File: config.mk
export PLATFORM = sky130hd
export DESIGN_NAME = count_master
export DESIGN_NICKNAME = d
export VERILOG_FILES = /design/src/rtl/count_master.sv
export SDC_FILE = /design/constraint.sdc
export NUM_CORES = 1
export LEC_CHECK = 0
export ABC_AREA = 1
export BUFFER_PORTS_ARGS = -buffer_cell sky130_fd_sc_hd__buf_2
export CORE_UTILIZATION = 62
export CTS_CLUSTER_DIAMETER = 60
export DETAILED_ROUTE_END_ITERATION = 16
export GPL_TIMING_DRIVEN = 0
export HOLD_SLACK_MARGIN = 0.06
export PLACE_DENSITY = 0.78
export SLEW_MARGIN = 20
export SYNTH_ARGS = -nofsm -noshare
export SYNTH_HDL_FRONTEND = slang
export SYNTH_SLANG_ARGS = --single-unit
File: constraint.sdc
create_clock -name clk -period 3.4 [get_ports clk]
set_clock_uncertainty 0.15 [all_clocks]
set_input_delay 1.02 -clock clk [delete_from_list [all_inputs] [get_ports clk]]
set_output_delay 1.02 -clock clk [all_outputs]
set_load 0.01 [all_outputs]
File: src/rtl/count_master.sv
// count_master: turns a debounced active-low start button into a held go_n request,
// waits for the counter's done pulse and tallies runs. Define TIMEOUT_EN for timeout/FAULT.

module count_master #(
  parameter int DEBOUNCE_CYCLES = 120000,
  parameter int GO_HOLD_CYCLES  = 3000002,
  parameter int TIMEOUT_CYCLES  = 60000000
) (
  input  logic       clk,
  input  logic       rst,
  input  logic       start_btn,
  input  logic       done_sig,
  output logic       go_n,
  output logic       busy,
  output logic [3:0] run_count,
  output logic       fault
);

  localparam int DB_W = (DEBOUNCE_CYCLES > 1) ? $clog2(DEBOUNCE_CYCLES) : 1;
`ifdef TIMEOUT_EN
  localparam int TMR_MAX = (GO_HOLD_CYCLES > TIMEOUT_CYCLES) ? GO_HOLD_CYCLES : TIMEOUT_CYCLES;
`else
  localparam int TMR_MAX = GO_HOLD_CYCLES;
`endif
  localparam int TMR_W = (TMR_MAX > 1) ? $clog2(TMR_MAX) : 1;

  localparam logic [DB_W-1:0]  DB_LAST = DB_W'(DEBOUNCE_CYCLES - 1);
  localparam logic [TMR_W-1:0] GO_LOAD = TMR_W'(GO_HOLD_CYCLES - 1);
`ifdef TIMEOUT_EN
  localparam logic [TMR_W-1:0] TO_LOAD = TMR_W'(TIMEOUT_CYCLES - 1);
`endif

  localparam logic [2:0] S_IDLE     = 3'd0;
  localparam logic [2:0] S_ARM      = 3'd1;
  localparam logic [2:0] S_WAIT     = 3'd2;
  localparam logic [2:0] S_COMPLETE = 3'd3;
  localparam logic [2:0] S_FAULT    = 3'd4;

  logic [1:0]       r_start_sync;
  logic [1:0]       r_done_sync;
  logic             r_done_d;
  logic             r_done_rise;
  logic [DB_W-1:0]  r_db_cnt;
  logic             r_stable;
  logic             r_press;
  logic             w_start_lvl;

  logic [2:0]       r_state;
  logic [TMR_W-1:0] r_tmr;
  logic             r_go_n;
  logic             r_busy;
  logic [3:0]       r_run_count;

  // The button is active-low; work with a pressed=1 level from here on.
  assign w_start_lvl = ~r_start_sync[1];

  // NOTE: every sequential update uses <= so all flops sample pre-edge values.
  always_ff @(posedge clk or posedge rst) begin
    if (rst) begin
      r_start_sync <= '0;
      r_done_sync  <= '0;
      r_done_d     <= 1'b0;
      r_done_rise  <= 1'b0;
      r_db_cnt     <= '0;
      r_stable     <= 1'b0;
      r_press      <= 1'b0;
    end else begin
      r_start_sync <= {r_start_sync[0], start_btn};
      r_done_sync  <= {r_done_sync[0], done_sig};
      r_done_d     <= r_done_sync[1];
      r_done_rise  <= r_done_sync[1] & ~r_done_d;
      r_press      <= 1'b0;
      if (w_start_lvl == r_stable) begin
        r_db_cnt <= '0;
      end else if (r_db_cnt == DB_LAST) begin
        r_stable <= w_start_lvl;
        r_db_cnt <= '0;
        r_press  <= w_start_lvl;
      end else begin
        r_db_cnt <= r_db_cnt + 1'b1;
      end
    end
  end

`ifdef TIMEOUT_EN
  logic r_fault;
  assign fault = r_fault;
`else
  assign fault = 1'b0;
`endif

  always_ff @(posedge clk or posedge rst) begin
    if (rst) begin
      r_state     <= S_IDLE;
      r_tmr       <= '0;
      r_go_n      <= 1'b1;
      r_busy      <= 1'b0;
      r_run_count <= '0;
`ifdef TIMEOUT_EN
      r_fault     <= 1'b0;
`endif
    end else begin
      case (r_state)
        S_IDLE: begin
          if (r_press) begin
            r_state <= S_ARM;
            r_tmr   <= GO_LOAD;
            r_go_n  <= 1'b0;
            r_busy  <= 1'b1;
          end
        end
        S_ARM: begin
          // done_rise here belongs to a previous request and is dropped.
          if (r_tmr == '0) begin
            r_state <= S_WAIT;
            r_go_n  <= 1'b1;
`ifdef TIMEOUT_EN
            r_tmr   <= TO_LOAD;
`endif
          end else begin
            r_tmr <= r_tmr - 1'b1;
          end
        end
        S_WAIT: begin
          if (r_done_rise) begin
            r_state <= S_COMPLETE;
            r_busy  <= 1'b0;
`ifdef TIMEOUT_EN
          end else if (r_tmr == '0) begin
            r_state <= S_FAULT;
            r_busy  <= 1'b0;
            r_fault <= 1'b1;
          end else begin
            r_tmr <= r_tmr - 1'b1;
`endif
          end
        end
        S_COMPLETE: begin
          r_run_count <= r_run_count + 4'd1;
          r_state     <= S_IDLE;
        end
`ifdef TIMEOUT_EN
        S_FAULT: begin
          // A press both acknowledges the fault and launches the next run.
          if (r_press) begin
            r_fault <= 1'b0;
            r_state <= S_ARM;
            r_tmr   <= GO_LOAD;
            r_go_n  <= 1'b0;
            r_busy  <= 1'b1;
          end
        end
`endif
        default: begin
          r_state <= S_IDLE;
          r_go_n  <= 1'b1;
          r_busy  <= 1'b0;
        end
      endcase
    end
  end

  assign go_n      = r_go_n;
  assign busy      = r_busy;
  assign run_count = r_run_count;

endmodule

### After elaboration in Yosys (flattened, before gate mapping)

Cells that the tools add are included.

| operators by class | value |
|---|---|
| $add $sub $neg | 3 |
| eq/ne operators | 9 |
| multiplexer cells | 17 |
| bitwise operators | 6 |
| reduce and logical (&&, ||, !) cells | 10 |

Operators by type and width:

| kind | count |
|---|---|
| $mux W22 | 2 |
| $pmux W22 S2 | 1 |
| $mux W17 | 2 |
| $logic_not A22 Y1 | 1 |
| $sub A22 B1 Y22 const B | 1 |
| $add A17 B1 Y17 const B | 1 |
| $eq A17 B17 Y1 const B | 1 |
| $reduce_and A3 Y1 | 4 |
| $mux W3 | 3 |
| $pmux W3 S3 | 1 |
| $ne A2 B2 Y1 const B | 4 |
| $eq A3 B2 Y1 const B | 2 |
| $mux W1 | 6 |
| $pmux W1 S3 | 2 |
| $not A1 Y1 | 5 |
| $add A4 B1 Y4 const B | 1 |
| $reduce_or A2 Y1 | 2 |
| $eq A3 B1 Y1 const B | 1 |
| $logic_not A3 Y1 | 1 |
| $reduce_and A2 Y1 | 1 |
| $reduce_bool A2 Y1 | 1 |
| $and A1 B1 Y1 | 1 |
| $eq A1 B1 Y1 | 1 |

| word-level totals | value |
|---|---|
| register bits | 56 |
| bits of input ports | 4 |

### Longest topological paths before layout

Gate-level depths: netlist (run 1).

| logic depth | value |
|---|---|
| depth in word-level cells | 4 |
| depth in mapped cells | 10 |
| mapped depth without buffers | 10 |

### Worst setup path before layout (run 1)

No wires, ideal clock.

| path | value |
|---|---|
| path kind | flip-flop to flip-flop |
| start | reg r_tmr[0] |
| end | reg r_tmr[10] |
| arrival time | 1.460 ns |
| path slack | 1.673 ns |
| stages on the path, launching flop included | 11 |
| path buffers | 1 |
| clock period less this slack | 1.727 ns |
| path through | dfrtp_1 -> inv_1 -> ha_1 -> nand2_2 -> nor2_8 -> nand4_2 -> nand3_4 -> inv_2 -> buf_6 -> nand2_1 -> nand2_1 |

| between the ends | value |
|---|---|
| word-level cells in the longest chain between the ends | 3 |

RTL lines:

| item | line | text |
|---|---|---|
| start: declaration | 49 | `logic [TMR_W-1:0] r_tmr;` |
| start signal: assignment | 121 | `r_tmr <= r_tmr - 1'b1;` |
| $sub A22 B1 Y22 or $logic_not A22 Y1 (tied branches) | 121, 114 |  |
| $mux W22 or $ne A2 B2 Y1 (tied branches) | -- |  |
| $pmux W22 S2 or $reduce_and A3 Y1 (tied branches) | -- |  |

Parallel ways exist; a longest one is shown, timed or not. The select of a mux whose other input is x is not followed.
A chain may end at the register's enable or synchronous reset.

### Worst setup path in the final report (run 1)

| path | value |
|---|---|
| start | reg r_go_n (netlist: go_n) |
| end | out go_n |

RTL lines:

| item | line | text |
|---|---|---|
| start: declaration | 50 | `logic r_go_n;` |
| start signal: assignment | 96 | `r_go_n <= 1'b1;` |
| start signal: assignment | 108 | `r_go_n <= 1'b0;` |
| start signal: assignment | 116 | `r_go_n <= 1'b1;` |
| end: declaration | 13 | `output logic go_n,` |

No word-level cell between the ends.

==> results of run 1 <==
-- placed cells by master, fill, tap and decap left out, types with 2 or more instances in the layout --
cell type,n
or2_2,4
buf_6,4
or2_1,3
nand4_1,16
nand3_1,40
o21ai_1,13
nand2_1,121
inv_2,4
buf_2,11
xnor2_1,5
nor3_1,7
inv_1,47
clkbuf_8,5
nand2_2,2
o21ai_0,7
nor2_2,6
ha_1,7
dfrtp_1,54
nand3b_1,2
nor2_1,65
a21oi_1,2
xor2_1,8
-- layer usage --
metal / share of wire, % / routed length, um / up-vias / track usage [%]
li1: - / - / 1394 / -
met1: 49 / 3090 / 1285 / 38.1
met2: 45 / 2810 / 69 / 40.6
met3: 4.9 / 308 / 6 / 3.16
met4: 0.74 / 46 / 0 / 7.26
met5: 0 / 0 / - / 0
-- registers in the layout (all words and copies together) (netlist names) --
name,cells
busy,1
go_n,1
r_db_cnt,17
r_done_d,1
r_done_rise,1
r_done_sync,2
r_press,1
r_stable,1
r_start_sync,2
r_state,2
r_tmr,22
run_count,4
-- through the flow --
stage / area, sq um / util [%]
after floorplan: 3190 / -
after global placement: 3320 / 68.4
after detailed placement: 3320 / 68.5
after CTS: 3400 / 70.2
after global routing: 3400 / 70.2
final: 3400 / 70.2
-- worst max-delay path by stage --
stage,endpoint,cells past startpoint,slack (ps),start
after global routing,go_n,1,1240,go_n$_DFFE_PP1P_
after floorplan,busy$_DFFE_PP0P_,1,890,rst
after CTS,go_n,1,1260,go_n$_DFFE_PP1P_
final,go_n,1,1270,go_n$_DFFE_PP1P_
after global placement,r_tmr[17]$_DFFE_PP0P_,2,210,rst
after detailed placement,r_tmr[6]$_DFFE_PP0P_,10,1430,r_tmr[0]$_DFFE_PP0P_
-- power by group through the flow --
stage / combinational, mW / clock (mW) / sequential [mW]
after floorplan: 0.0206 / 0 / 0.676
after global placement: 0.0276 / 0 / 0.677
after detailed placement: 0.0283 / 0 / 0.677
after CTS: 0.0284 / 0.364 / 0.664
after global routing: 0.0338 / 0.385 / 0.665
final: 0.0271 / 0.350 / 0.664
-- area by class of cell --
cell class	instances	area share [%]
inverter	52	5.81
buffer	8	1.95
sequential	55	40.5
timing repair buffer	9	1.32
clock buffer	6	2.13
clock inverter	2	0.368
tap	67	2.46
multi-input combinational	316	45.5
-- cell families (layout without fill, tap and decap cells) --
logic type / count (synthesis) / count (layout) / synth area share [%]
adders and majority gates: 7 / 7 / 2.75
and+or+nand+nor: 272 / 272 / 38.5
AOI/OAI and AO/OA: 23 / 23 / 3.69
DFF: 55 / 55 / 43.2
buffers and inverters: 60 / 77 / 8.20
other: 1 / 1 / 0.118
xor gates and xnor gates: 13 / 13 / 3.57
-- cells in the mapped netlist (5+ instances only) --
cell / number
ha_1: 7
nor3_1: 7
o21ai_1: 13
o21ai_0: 7
dfrtp_1: 54
nor2_1: 65
nor2_2: 6
xor2_1: 8
xnor2_1: 5
nand4_1: 16
nand3_1: 40
nand2_1: 121
inv_1: 48
==> out/results.ini, run 1 <==
[clock_network]
clkSlewWorstSetupHoldPaths_ps = 90
cts_tree = built
cts_buffers = 5
ctsRootBufferMaster = clkbuf_8
cts_buffer_depth = 2
htreeDepth = 2
clkLatencyLatePin_ps = 300
cts_resized = 0
postCtsSetupRepairBufs = 0
cts.sinks = 55
ctsHoldBuffers = 0

[critical_path]
cp-end-kind = output pin
crit_type = flip-flop to output pin
crit_arrival_ps = 960
r2r-start = r_tmr[0]$_DFFE_PP0P_
critical_path_buf_inv_count = 1
start_kind = flip-flop
r2r_slack_ps = 1420
crit_family = flip-flops
cp_max_fo = 2
worstReg2RegEnd = r_tmr[19]$_DFFE_PP0P_
crit_path_cell_trace = buf_2
rr_worst_depth = 10
cp.required_ps = 2230
crit_path_top_delay_cell = dfstp_2
slowest_delay_ps = 540

[power_and_ir_drop]
switchingPower_mw = 0.230
clkPwrFrac_pct = 33.7
pwr-share-seq_pct = 63.7
leakagePower_nw = 1.78
p_sw_share_pct = 22.1
pwr-share-comb_pct = 2.6
vdd_ir_drop_max_mv = 0.335
p_int_mw = 0.811
finalPower_mw = 1.04
powerDensity_nw_per_um2 = 306

[worst_hold_path]
min_path_type = flip-flop to flip-flop
hold_path_end = r_start_sync[1]$_DFF_PP0_
min_path_cells = 0
min_from = r_start_sync[0]$_DFF_PP0_

[place]
portBuffers = 9
dp.cells = 507
dp_hpwl_um = 4690
gp_congestion = 0.908
place_ws_ps = 1430

[timing]
fin_crit_sh_pct = 62.5
worst_pin_slew_ps = 656
holdWs_ps = 205
relSlewSlack_pct = 56.3
fin_crit_ps = 2130
drv_slew = 0
tns_ps = 0
rsz0062_at_grt = no
fin_ws_ps = 1270
timing.fmax_mhz = 470
hold_violations = 0
setup_viol = 0

[synthesis]
synth_cells = 431
syn_area_per_cell_sq_um = 7.40
synth_top_cell_by_area = dfrtp_1
async_reset_ff_share_pct = 100
ys_seq_area_share_pct = 43.2
synth_top_area_share_pct = 42.4
synth_ff_type = dfrtp_1
syn_area_sq_um = 3190
ys_ff_latch = 55
ys_warn_count = 0
synth_edf_count = 0
synthTopCellsByArea = dfrtp_1 (42%), nand2_1 (14%), nor2_1 (7.7%)
synth_cell_types = 32
syn_nets = 442

[floorplanning]
die_height_um = 73.7
start_util_pct = 65.8
ioPinCount = 11
row_count = 25
dieArea_sq_um = 5430
die_w_um = 73.7
fp.coreArea_sq_um = 4850

[drt]
drc = 0
first_pass_iters = 5
num_vias = 2754
wl_per_cell_um = 12.1
drt-initial-drc-count = 236
detail-route-antenna-nets = 0
routed_wl_um = 6250
vias_per_cell = 5.35

[outcome]
status = complete, no violations

[global_route]
grt_pass1_wl_um = 10900
grt_remaining_overflow = 0
antenna_found_initial = 0
grt_max_degree = 56
grt.total_usage_pct = 26.0
grt_pass1_vias = 2476

[cells_and_area]
fin_nets = 458
fin_cells = 515
nFillCells = 417
drive_gt1_share_pct = 10.3
multi_input_area_sq_um = 1550
area_delta_synth_final_pct = 6.79
ff_latch_area_sq_um = 1380
antenna_cells = 0

[run]
drv_cap = 0

Note: power is estimated with default switching activity, not from simulation.
==> run 2: changes to the inputs <==
CORE_UTILIZATION = 56   (was 62)
PLACE_DENSITY = 0.74   (was 0.78)
clock period = 1.8 ns   (was 3.4 ns; I/O delays follow)
==> out/results.ini, run 2 (same netlist as run 1, synthesis figures left out) <==
[power_and_ir_drop]
powerDensity_nw_per_um2 = 548
leakagePower_nw = 1.91
vdd_ir_drop_max_mv = 0.390

[clock_network]
cts.sinks = 55
clkLatencyLatePin_ps = 310
ctsHoldBuffers = 0
cts_tree = built
clkSlewWorstSetupHoldPaths_ps = 100
ctsRootBufferMaster = clkbuf_8
cts_buffers = 5
cts_buffer_depth = 2
htreeDepth = 2

[critical_path]
worstReg2RegEnd = r_state[1]$_DFFE_PP0P_
cp.required_ps = 1850
cp_max_fo = 4
start_kind = flip-flop
r2r_slack_ps = 80
cp-end-kind = flip-flop
r2r-start = r_tmr[0]$_DFFE_PP0P_
crit_type = flip-flop to flip-flop
crit_arrival_ps = 1770
rr_worst_depth = 10

[floorplanning]
start_util_pct = 57.9
die_w_um = 77.5
die_height_um = 77.5
ioPinCount = 11
fp.coreArea_sq_um = 5510
dieArea_sq_um = 6000
row_count = 27

[drt]
highest_layer = met4
wl_per_cell_um = 12.8
drt-met1-wl_um = 2980
first_pass_iters = 4
drt-initial-drc-count = 142
drc = 0
num_vias = 2796
dr_wl_met2_um = 3640
vias_per_cell = 5.18
routed_wl_um = 6920
detail-route-antenna-nets = 0
dr_wl_met3_um = 210

[global_route]
grt_max_degree = 23
grt_remaining_overflow = 0
grt_pass1_vias = 2719
grt.total_usage_pct = 25.2
grt_pass1_wl_um = 11900
antenna_found_initial = 0

[cells_and_area]
fin_nets = 478
top_register = r_tmr
largest_reg_flops = 22
drive_gt1_share_pct = 19.4
ff_latch_area_sq_um = 1380
layout_common_cells = nand2_1 (119), nor2_1 (55), dfrtp_1 (51)
final_area_sq_um = 3730
nFillCells = 475
final_common_cell = nand2_1
area_delta_synth_final_pct = 17.0
antenna_cells = 0
multi_input_area_sq_um = 1660

[timing]
hold_violations = 0
fin_crit_sh_pct = 95.6
fin_crit_ps = 1720
timing.fmax_mhz = 581
setup_viol = 0
tns_ps = 0
drv_slew = 0

[place]
portBuffers = 9
placed_area_sq_um = 3380
dp_hpwl_um = 5100
gp_congestion = 0.876

[outcome]
status = complete, no violations

[run]
drv_cap = 0

[worst_hold_path]
min_path_type = input port to asynchronous set/reset pin

==> run 2: metal layers <==
layer / global-route usage (%) / up-vias
met5: 0 / -
met4: 9.81 / 0
met1: 30.0 / 1301
li1: - / 1429
met3: 4.00 / 6
met2: 45.3 / 60
==> run 2: final cells by class <==
| class | instances | share of cell area, % |
|---|---|---|
| repair buffers | 29 | 6.31 |
| flip-flops and latches | 55 | 37.0 |
| well taps | 72 | 2.42 |
| inverters | 52 | 5.33 |
| plain buffers | 8 | 1.95 |
| clock buffers | 6 | 2.21 |
| clock inverters | 2 | 0.369 |
| multi-input cells | 316 | 44.4 |
==> run 2: worst max-delay path: stages, from the launching register on <==
cell     delay (ps)
dfrtp_1         420
inv_2            90
ha_4            150
nand2_2         100
nor2_8          140
buf_4           130
nand3_1          90
nand2_1         110
nand2_2          80
nor2_1           90
a21oi_1          50
==> run 2: report_power, final <==
part	switching [mW]	internal (mW)	total [mW]
Sequential	0.00874	1.25	1.26
Combinational	0.0439	0.0298	0.0737
Clock	0.399	0.315	0.715
==> run 2: worst max-delay path by stage <==
stage / startpoint / end / slack, ps / cells past startpoint
global placement: r_tmr[0]$_DFFE_PP0P_ / r_tmr[21]$_DFFE_PP0P_ / -130 / 10
detailed placement: r_tmr[0]$_DFFE_PP0P_ / r_tmr[21]$_DFFE_PP0P_ / -190 / 10
finish: r_tmr[0]$_DFFE_PP0P_ / r_state[1]$_DFFE_PP0P_ / 80 / 10
global route: r_db_cnt[11]$_DFF_PP0_ / r_db_cnt[6]$_DFF_PP0_ / -80 / 8
floorplan: r_tmr[0]$_DFFE_PP0P_ / r_tmr[10]$_DFFE_PP0P_ / 70 / 10
CTS: r_state[0]$_DFFE_PP0P_ / r_tmr[21]$_DFFE_PP0P_ / 10 / 9
==> run 2: what timing repair did <==
item / in CTS / in global routing
pin swaps: 2 / 9
cloned: 0 / 0
gates resized for setup: 6 / 31
setup buffers: 5 / 13
setup endpoints to repair: 35 / 33
endpoints found under the hold margin: 0 / 0
==> run 2: through the flow <==
stage          power, mW  hold WS, ps  utilization (%)  worst slack, ps  instances
2_1_floorplan       1.32          181                -             73.0        431
3_3_place_gp        1.33          183             60.4             -133        512
3_5_place_dp        1.35          187             61.4             -190        514
4_1_cts             2.07         66.0             64.3             13.7        527
5_1_grt             2.12         97.1             67.7            -75.2        540
6_report            2.04         67.4             67.7             79.2        540
